$ cat src/rtl/free_addr_pool.sv
// Free-address pool: show-ahead circular FIFO of data-table addresses that
// self-fills with 0..DEPTH-1 after reset, then hands out and takes back addresses.
module free_addr_pool #(
  parameter int A_WIDTH = 4
) (
  input  logic               clk_i,
  input  logic               rst_n_i,
  output logic [A_WIDTH-1:0] empty_addr_o,
  output logic               empty_addr_val_o,
  input  logic               empty_addr_rd_ack_i,
  input  logic [A_WIDTH-1:0] add_addr_i,
  input  logic               add_addr_val_i,
  output logic               add_addr_ready_o,
  output logic [A_WIDTH:0]   free_cnt_o,
  output logic               init_done_o,
  output logic               underflow_err_o,
  output logic               overflow_err_o
);

  localparam int               DEPTH     = 2**A_WIDTH;
  localparam logic [A_WIDTH:0] CNT_FULL  = (A_WIDTH+1)'(DEPTH);
  localparam logic [A_WIDTH-1:0] ADDR_LAST = A_WIDTH'(DEPTH-1);

  typedef enum logic {INIT_S, RUN_S} state_t;

  state_t             r_state;
  logic [A_WIDTH-1:0] r_mem [DEPTH];
  logic [A_WIDTH-1:0] r_rd_ptr;
  logic [A_WIDTH-1:0] r_wr_ptr;
  logic [A_WIDTH-1:0] r_init_addr;
  logic [A_WIDTH:0]   r_cnt;
  logic               r_underflow;
  logic               r_overflow;

  logic               w_run;
  logic               w_val;
  logic               w_pop;
  logic               w_push;
  logic               w_wr_en;
  logic [A_WIDTH-1:0] w_wr_data;

  assign w_run   = (r_state == RUN_S);
  assign w_val   = w_run && (r_cnt != '0);
  assign w_pop   = empty_addr_rd_ack_i && w_val;
  // A full pool still accepts a return when the head is popped in the same cycle.
  assign w_push  = add_addr_val_i && w_run && ((r_cnt != CNT_FULL) || w_pop);
  assign w_wr_en = !w_run || w_push;
  assign w_wr_data = w_run ? add_addr_i : r_init_addr;

  always_ff @(posedge clk_i) begin
    if (w_wr_en) r_mem[r_wr_ptr] <= w_wr_data;
  end

  always_ff @(posedge clk_i or negedge rst_n_i) begin
    if (!rst_n_i) begin
      r_state     <= INIT_S;
      r_rd_ptr    <= '0;
      r_wr_ptr    <= '0;
      r_init_addr <= '0;
      r_cnt       <= '0;
      r_underflow <= 1'b0;
      r_overflow  <= 1'b0;
    end else begin
      case (r_state)
        INIT_S: begin
          r_init_addr <= r_init_addr + 1'b1;
          r_wr_ptr    <= r_wr_ptr + 1'b1;
          r_cnt       <= r_cnt + 1'b1;
          if (r_init_addr == ADDR_LAST) r_state <= RUN_S;
        end
        RUN_S: begin
          if (w_pop)  r_rd_ptr <= r_rd_ptr + 1'b1;
          if (w_push) r_wr_ptr <= r_wr_ptr + 1'b1;
          if (w_push && !w_pop)      r_cnt <= r_cnt + 1'b1;
          else if (w_pop && !w_push) r_cnt <= r_cnt - 1'b1;
          if (add_addr_val_i && (r_cnt == CNT_FULL) && !w_pop) r_overflow <= 1'b1;
        end
      endcase
      if (empty_addr_rd_ack_i && !w_val) r_underflow <= 1'b1;
    end
  end

  assign empty_addr_o     = r_mem[r_rd_ptr];
  assign empty_addr_val_o = w_val;
  assign add_addr_ready_o = w_run;
  assign free_cnt_o       = r_cnt;
  assign init_done_o      = w_run;
  assign underflow_err_o  = r_underflow;
  assign overflow_err_o   = r_overflow;

endmodule

$ cat config.mk
export PLATFORM = sky130hd
export DESIGN_NAME = free_addr_pool
export DESIGN_NICKNAME = d
export VERILOG_FILES = /design/src/rtl/free_addr_pool.sv
export SDC_FILE = /design/constraint.sdc
export NUM_CORES = 1
export LEC_CHECK = 0
export ABC_AREA = 1
export BUFFER_PORTS_ARGS = -buffer_cell sky130_fd_sc_hd__buf_2
export CAP_MARGIN = 20
export CORE_MARGIN = 1.5
export CORE_UTILIZATION = 35
export DETAILED_ROUTE_END_ITERATION = 7
export HOLD_SLACK_MARGIN = 0.12
export PLACE_DENSITY = 0.47
export SLEW_MARGIN = 20
export SYNTH_ARGS = -nofsm -noshare
export SYNTH_HDL_FRONTEND = slang
export SYNTH_SLANG_ARGS = --single-unit
export TNS_END_PERCENT = 10
$ cat constraint.sdc
create_clock -name clk_i -period 2.9 [get_ports clk_i]
set_input_delay 0 -clock clk_i [delete_from_list [all_inputs] [get_ports clk_i]]
set_output_delay 0 -clock clk_i [all_outputs]
set_load 0.01 [all_outputs]
# --- After elaboration in Yosys (flattened, before gate mapping) ---
# Memory sizes are Yosys's and may differ from the RTL's.
# Cells that the tools add are included.
classes:
  addsub: 5
  n_eq_ne: 5
  mux: 10
  bitwise: 1
  reduce_logical: 18
ops:
  columns: ["cell", "n"]
  rows:
  - ["4-bit by 1-bit adder with 4-bit output (second input constant)", 3]
  - ["5-bit two-way mux", 2]
  - ["5-bit one-hot mux with 2 select lines", 1]
  - ["1-bit logical AND", 9]
  - ["4-bit two-way mux", 2]
  - ["4-bit one-hot mux with 2 select lines", 1]
  - ["5-bit by 1-bit adder with 5-bit output (second input constant)", 1]
  - ["5-bit equality test (second input constant)", 1]
  - ["5-bit inequality test (second input constant)", 1]
  - ["5-bit nonzero test", 1]
  - ["5-bit by 1-bit subtractor with 5-bit output (second input constant)", 1]
  - ["4-bit equality test (second input constant)", 1]
  - ["1-bit logical NOT", 4]
  - ["1-bit two-way mux", 4]
  - ["2-bit AND reduction", 2]
  - ["3-bit by 1-bit inequality test with 1-bit output (second input constant)", 1]
  - ["1-bit logical OR", 2]
  - ["2-bit by 1-bit inequality test with 1-bit output (second input constant)", 1]
  - ["1-bit inverter", 1]
totals:
  ff_bits: 20
  mem_bits_rw: 64
  input_bits: 8
  out_inout_bits: 14
  word_cells: 47
  n_memories: 1
memory_table:
  columns: ["memory", "depth", "word_bits", "read_ports", "rd_clocked_by_memory_dff", "write_ports", "line", "text"]
  rows:
  - ["r_mem", 16, 4, 1, 0, 1, "27", "logic [A_WIDTH-1:0] r_mem [DEPTH];"]

# --- Logic depth before layout (Yosys ltp) ---
depth:
  depth_word: 10
  mapped_depth: 10
  depth_no_buf: 10

# --- Worst setup path before layout ---
# OpenSTA, ideal clock, no wires.
synth_path:
  path_type: "register -> register"
  start: "register r_cnt[0] (netlist: free_cnt_o[0])"
  end: "memory r_mem[11][0] (enable)"
  setup_time_ns: 0.329
  t_arrival_ns: 1.558
  t_required_ns: 2.571
  setup_slack_ns: 1.013
  stages_incl_launch_ff: 11
  path_buffers: 1
  synth_period_minus_slack_ns: 1.887
  path_cell_list: "dfrtp_1 -> inv_1 -> ha_1 -> nand3_2 -> nand3_4 -> nand2_2 -> nand2_2 -> nand2_4 -> buf_8 -> nand2_2 -> nor2_1"
synth_via:
  elab_chain_len: 8
  elab_cells_between_ends: 9
  classes_between: "eq/ne (1); mux (2); reduce/logical (6)"
synth_rtl:
  columns: ["element", "line", "text"]
  rows:
  - ["start: declaration", "31", "logic [A_WIDTH:0] r_cnt;"]
  - ["start signal: assignment", "68", "r_cnt <= r_cnt + 1'b1;"]
  - ["start signal: assignment", "74", "if (w_push && !w_pop) r_cnt <= r_cnt + 1'b1;"]
  - ["start signal: assignment", "75", "else if (w_pop && !w_push) r_cnt <= r_cnt - 1'b1;"]
  - ["5-bit nonzero test", "43", "assign w_val = w_run && (r_cnt != '0);"]
  - ["1-bit logical AND", "43", null]
  - ["1-bit logical AND", "44", "assign w_pop = empty_addr_rd_ack_i && w_val;"]
  - ["1-bit logical OR *", "46", "assign w_push = add_addr_val_i && w_run && ((r_cnt != CNT_FULL) || w_pop);"]
  - ["1-bit logical AND *", "46", null]
  - ["1-bit logical OR *", "47", "assign w_wr_en = !w_run || w_push;"]
  - ["1-bit two-way mux *", "51", "if (w_wr_en) r_mem[r_wr_ptr] <= w_wr_data;"]
  - ["1-bit two-way mux (not written as such) *", "51", null]
  - ["end: declaration", "27", null]
# Every way passes the cells marked *; elsewhere a longest branch is shown, timed or not.

# --- Final worst setup path ---
layout_path:
  start: "register r_rd_ptr[0]"
  end: "output port empty_addr_o[3]"
layout_via:
  elab_chain_len: 1
layout_rtl:
  columns: ["element", "line", "text"]
  rows:
  - ["start: declaration", "28", "logic [A_WIDTH-1:0] r_rd_ptr;"]
  - ["start signal: assignment", "72", "if (w_pop) r_rd_ptr <= r_rd_ptr + 1'b1;"]
  - ["memory read 16 x 4 bit", null, null]
  - ["end: declaration", "8", "output logic [A_WIDTH-1:0] empty_addr_o,"]
# Every way passes these cells.

==> results.py <==
metrics = {
    "outcome": {
        "outcome": "finished clean",
    },
    "floorplanning": {
        "dieWidth_um": 108,
        "io_pins": 22,
        "initial_utilization": 0.358,
        "fp.dieH_um": 108,
        "placementRows": 38,
        "dieArea_sq_um": 11700,
        "core-area_sq_um": 10800,
    },
    "power": {
        "power.internal_mw": 2.48,
        "ir_worst_vdd_mv": 0.348,
        "p_comb_frac": 0.351,
        "switchingPower_mw": 1.52,
        "clock_power_share": 0.223,
        "swShare": 0.381,
        "seqPwrFrac": 0.427,
        "p_leak_nw": 1.67,
        "p_per_area_nw_per_um2": 922,
    },
    "global_routing": {
        "grt_max_degree": 37,
        "antenna_found_initial": 0,
        "grt.met1_usage": 0.219,
        "grt_pass1_vias": 2499,
        "use_met3": 0.0325,
        "grt_pass1_wl_um": 13600,
        "grt_use_met2": 0.241,
        "grt_usage": 0.158,
        "busiest_layer": "met2",
        "grt_overflow": 0,
    },
    "place": {
        "gp_congestion": 0.795,
        "portBuffers": 21,
        "dp_hpwl_um": 5620,
    },
    "logic_synthesis": {
        "yosys.area.top_type_share": 0.498,
        "ys_top_cells_by_area": "edfxtp_1 50%, dfrtp_1 13%, nor2_1 5.7%, o21ai_0 4.9%, nand2_1 4.5%",
        "synthArstFlopShare": 0.238,
        "avgSynthCellArea_sq_um": 10.9,
        "synth_area_leader_cell": "edfxtp_1",
        "synth_nets": 371,
        "yosys.cell_count.top_type": "edfxtp_1",
        "synth.yosys.seq_area_share": 0.628,
        "ys_ff_latch": 84,
        "syn_area_sq_um": 3860,
        "ys_types": 33,
        "netlist_top_cells_count": "64 x edfxtp_1, 59 x nor2_1, 46 x nand2_1, 38 x o21ai_0, 22 x inv_1",
        "synth_warnings": 0,
        "netlist_instances": 355,
        "synth_edf_count": 64,
        "synthFlopType": "edfxtp_1",
    },
    "cts": {
        "numCtsBuffers": 9,
        "clk_latency_ns": 0.36,
        "cts_tree": "built",
        "clock-root-buffer": "clkbuf_8",
        "postCtsSetupRepairBufs": 0,
        "clk_path_buf_depth": 2,
        "path_clk_slew_ns": 0.09,
        "cts_max_level": 3,
        "clkSinkCount": 84,
    },
    "run": {
        "cap_violations": 0,
    },
    "sta": {
        "fin_crit_ns": 2.28,
        "setup_tns_ns": 0,
        "finalSetupViolCount": 0,
        "relSlewSlack": 0.371,
        "finalHoldViolCount": 0,
        "max_freq_ghz": 0.438,
        "worstMarginPinSlew_ns": 0.943,
        "drv_slew": 0,
        "finalClockSkew_ns": 0.0142,
        "finalCritPeriodShare": 0.788,
        "rsz0062_at_grt": "false",
    },
    "cells_and_area": {
        "antenna_cells": 0,
        "multi_input_area_sq_um": 1250,
        "drive_gt1_frac": 0.171,
        "finalNetCount": 397,
        "nFillCells": 1046,
        "fin_util": 0.402,
        "regArea_sq_um": 2420,
        "syn_to_final_growth_pct": 12.4,
    },
    "critical_path": {
        "cp_max_fo": 29,
        "worstSetupPathType": "flop to primary output",
        "crit_required_ns": 2.90,
        "crit_path_end_kind": "primary output",
        "max_stage_delay_ns": 0.68,
        "cp_top_family": "buffers and inverters",
        "critPathSlowestCell": "inv_1",
        "cp_cell_sequence": "inv_1 > buf_4 > nor2_1 > o211ai_1 > nand3_1 > nand2_1 > buf_2",
        "critPathLaunchType": "flop",
        "crit_buf_inv": 3,
        "arrival_ns": 2.28,
    },
    "detailed_routing": {
        "drt_wl_total_um": 8490,
        "dr.pass1.iters": 4,
        "antenna_left": 0,
        "drtIter0Drc": 112,
        "vias_per_cell": 4.81,
        "wl_per_cell_um": 16.1,
        "route.detailed.drc": 0,
        "vias": 2531,
    },
    "hold_path": {
        "hp-class": "input pin to asynchronous set/reset pin",
    },
}
-- stage by stage --
step	power (mW)	setup WS [ns]	instance area, sq um	hold slack, ns	std cells
after floorplan	2.70	1.01	3860	-0.296	355
after global placement	3.16	0.791	4100	-0.00709	507
after detailed placement	3.15	0.732	4100	-0.00456	507
after CTS	4.04	0.561	4340	0.140	526
after global routing	4.29	0.401	4340	0.179	526
final	4.00	0.615	4340	0.120	526
-- power groups by stage --
stage | registers [mW] | clock network [mW] | logic [mW]
5_1_grt | 1.74 | 0.959 | 1.59
4_1_cts | 1.71 | 0.907 | 1.43
2_1_floorplan | 1.63 | 0 | 1.07
3_3_place_gp | 1.74 | 0 | 1.43
3_5_place_dp | 1.74 | 0 | 1.42
6_report | 1.71 | 0.890 | 1.40
-- flip-flops by register name (all words and copies together), names as in the netlist --
register,cells
r_rd_ptr,4
underflow_err_o,1
r_init_addr,4
r_mem,64
r_wr_ptr,4
add_addr_ready_o,1
free_cnt_o,5
overflow_err_o,1
-- what timing repair did --
action / 4_1_cts / 5_1_grt
hold endpoints to repair: 26 / 0
hold buffers: 3 / 0
resized for setup: 0 / 0
-- path summary, 6_finish.rpt --
| kind | from | endpoint | slack (ns) | cells after the start |
|---|---|---|---|---|
| max in group asynchronous | rst_n_i | r_wr_ptr[1] | 2.44 | 2 |
| min in group clk_i | add_addr_i[2] | r_mem[9][2] | 0.21 | 4 |
| worst min-delay path | rst_n_i | r_init_addr[3] | 0.12 | 2 |
| worst max register to register | free_cnt_o[0] | r_mem[5][1] | 0.73 | 9 |
| worst max-delay path | r_rd_ptr[0] | empty_addr_o[3] | 0.62 | 7 |
| worst min register to register | underflow_err_o | underflow_err_o | 0.47 | 1 |
-- final cells by class --
type                       instances  share of cell area
sequential                        84               0.558
multi-input combinational        230               0.288
timing repair buffer              32              0.0450
tap                              140              0.0404
clock buffer                       9              0.0286
inverter                          24              0.0208
clock inverter                     7              0.0187
-- cells by family after synthesis --
family | after synthesis | share of synthesized area
simple gates | 146 | 0.172
flops | 84 | 0.628
compound gates | 65 | 0.0989
buf+inv | 41 | 0.0486
xor+xnor | 11 | 0.0269
fa+ha+maj | 8 | 0.0259
-- layer usage --
metal | wire, um | vias up
met5 | 0 | -
met4 | 153 | 0
met3 | 230 | 12
met2 | 3970 | 36
met1 | 4140 | 1215
li1 | - | 1268
-- cells in the final DEF (no fill, tap or decap), types with 3 or more instances in the layout --
cell,n
a21oi_1,5
clkbuf_8,9
nand3_1,21
xor2_1,8
nor2_1,59
o211ai_1,16
buf_2,21
ha_1,8
dfrtp_1,20
clkinv_1,3
buf_4,8
inv_1,22
nand2_2,4
o21ai_2,3
nand2_1,46
dlygate4sd3_1,3
edfxtp_1,64
o21ai_0,36
o21ai_1,3
nor2_2,5
-- worst register-to-register path, delay by kind of cell, from the launching register on --
kind / cells / cell delay [ns]
buf+inv: 1 / 0.09
simple gates: 7 / 1.10
fa+ha+maj: 1 / 0.25
flops: 1 / 0.40
No activity file was read; power rests on OpenSTA's default activity.
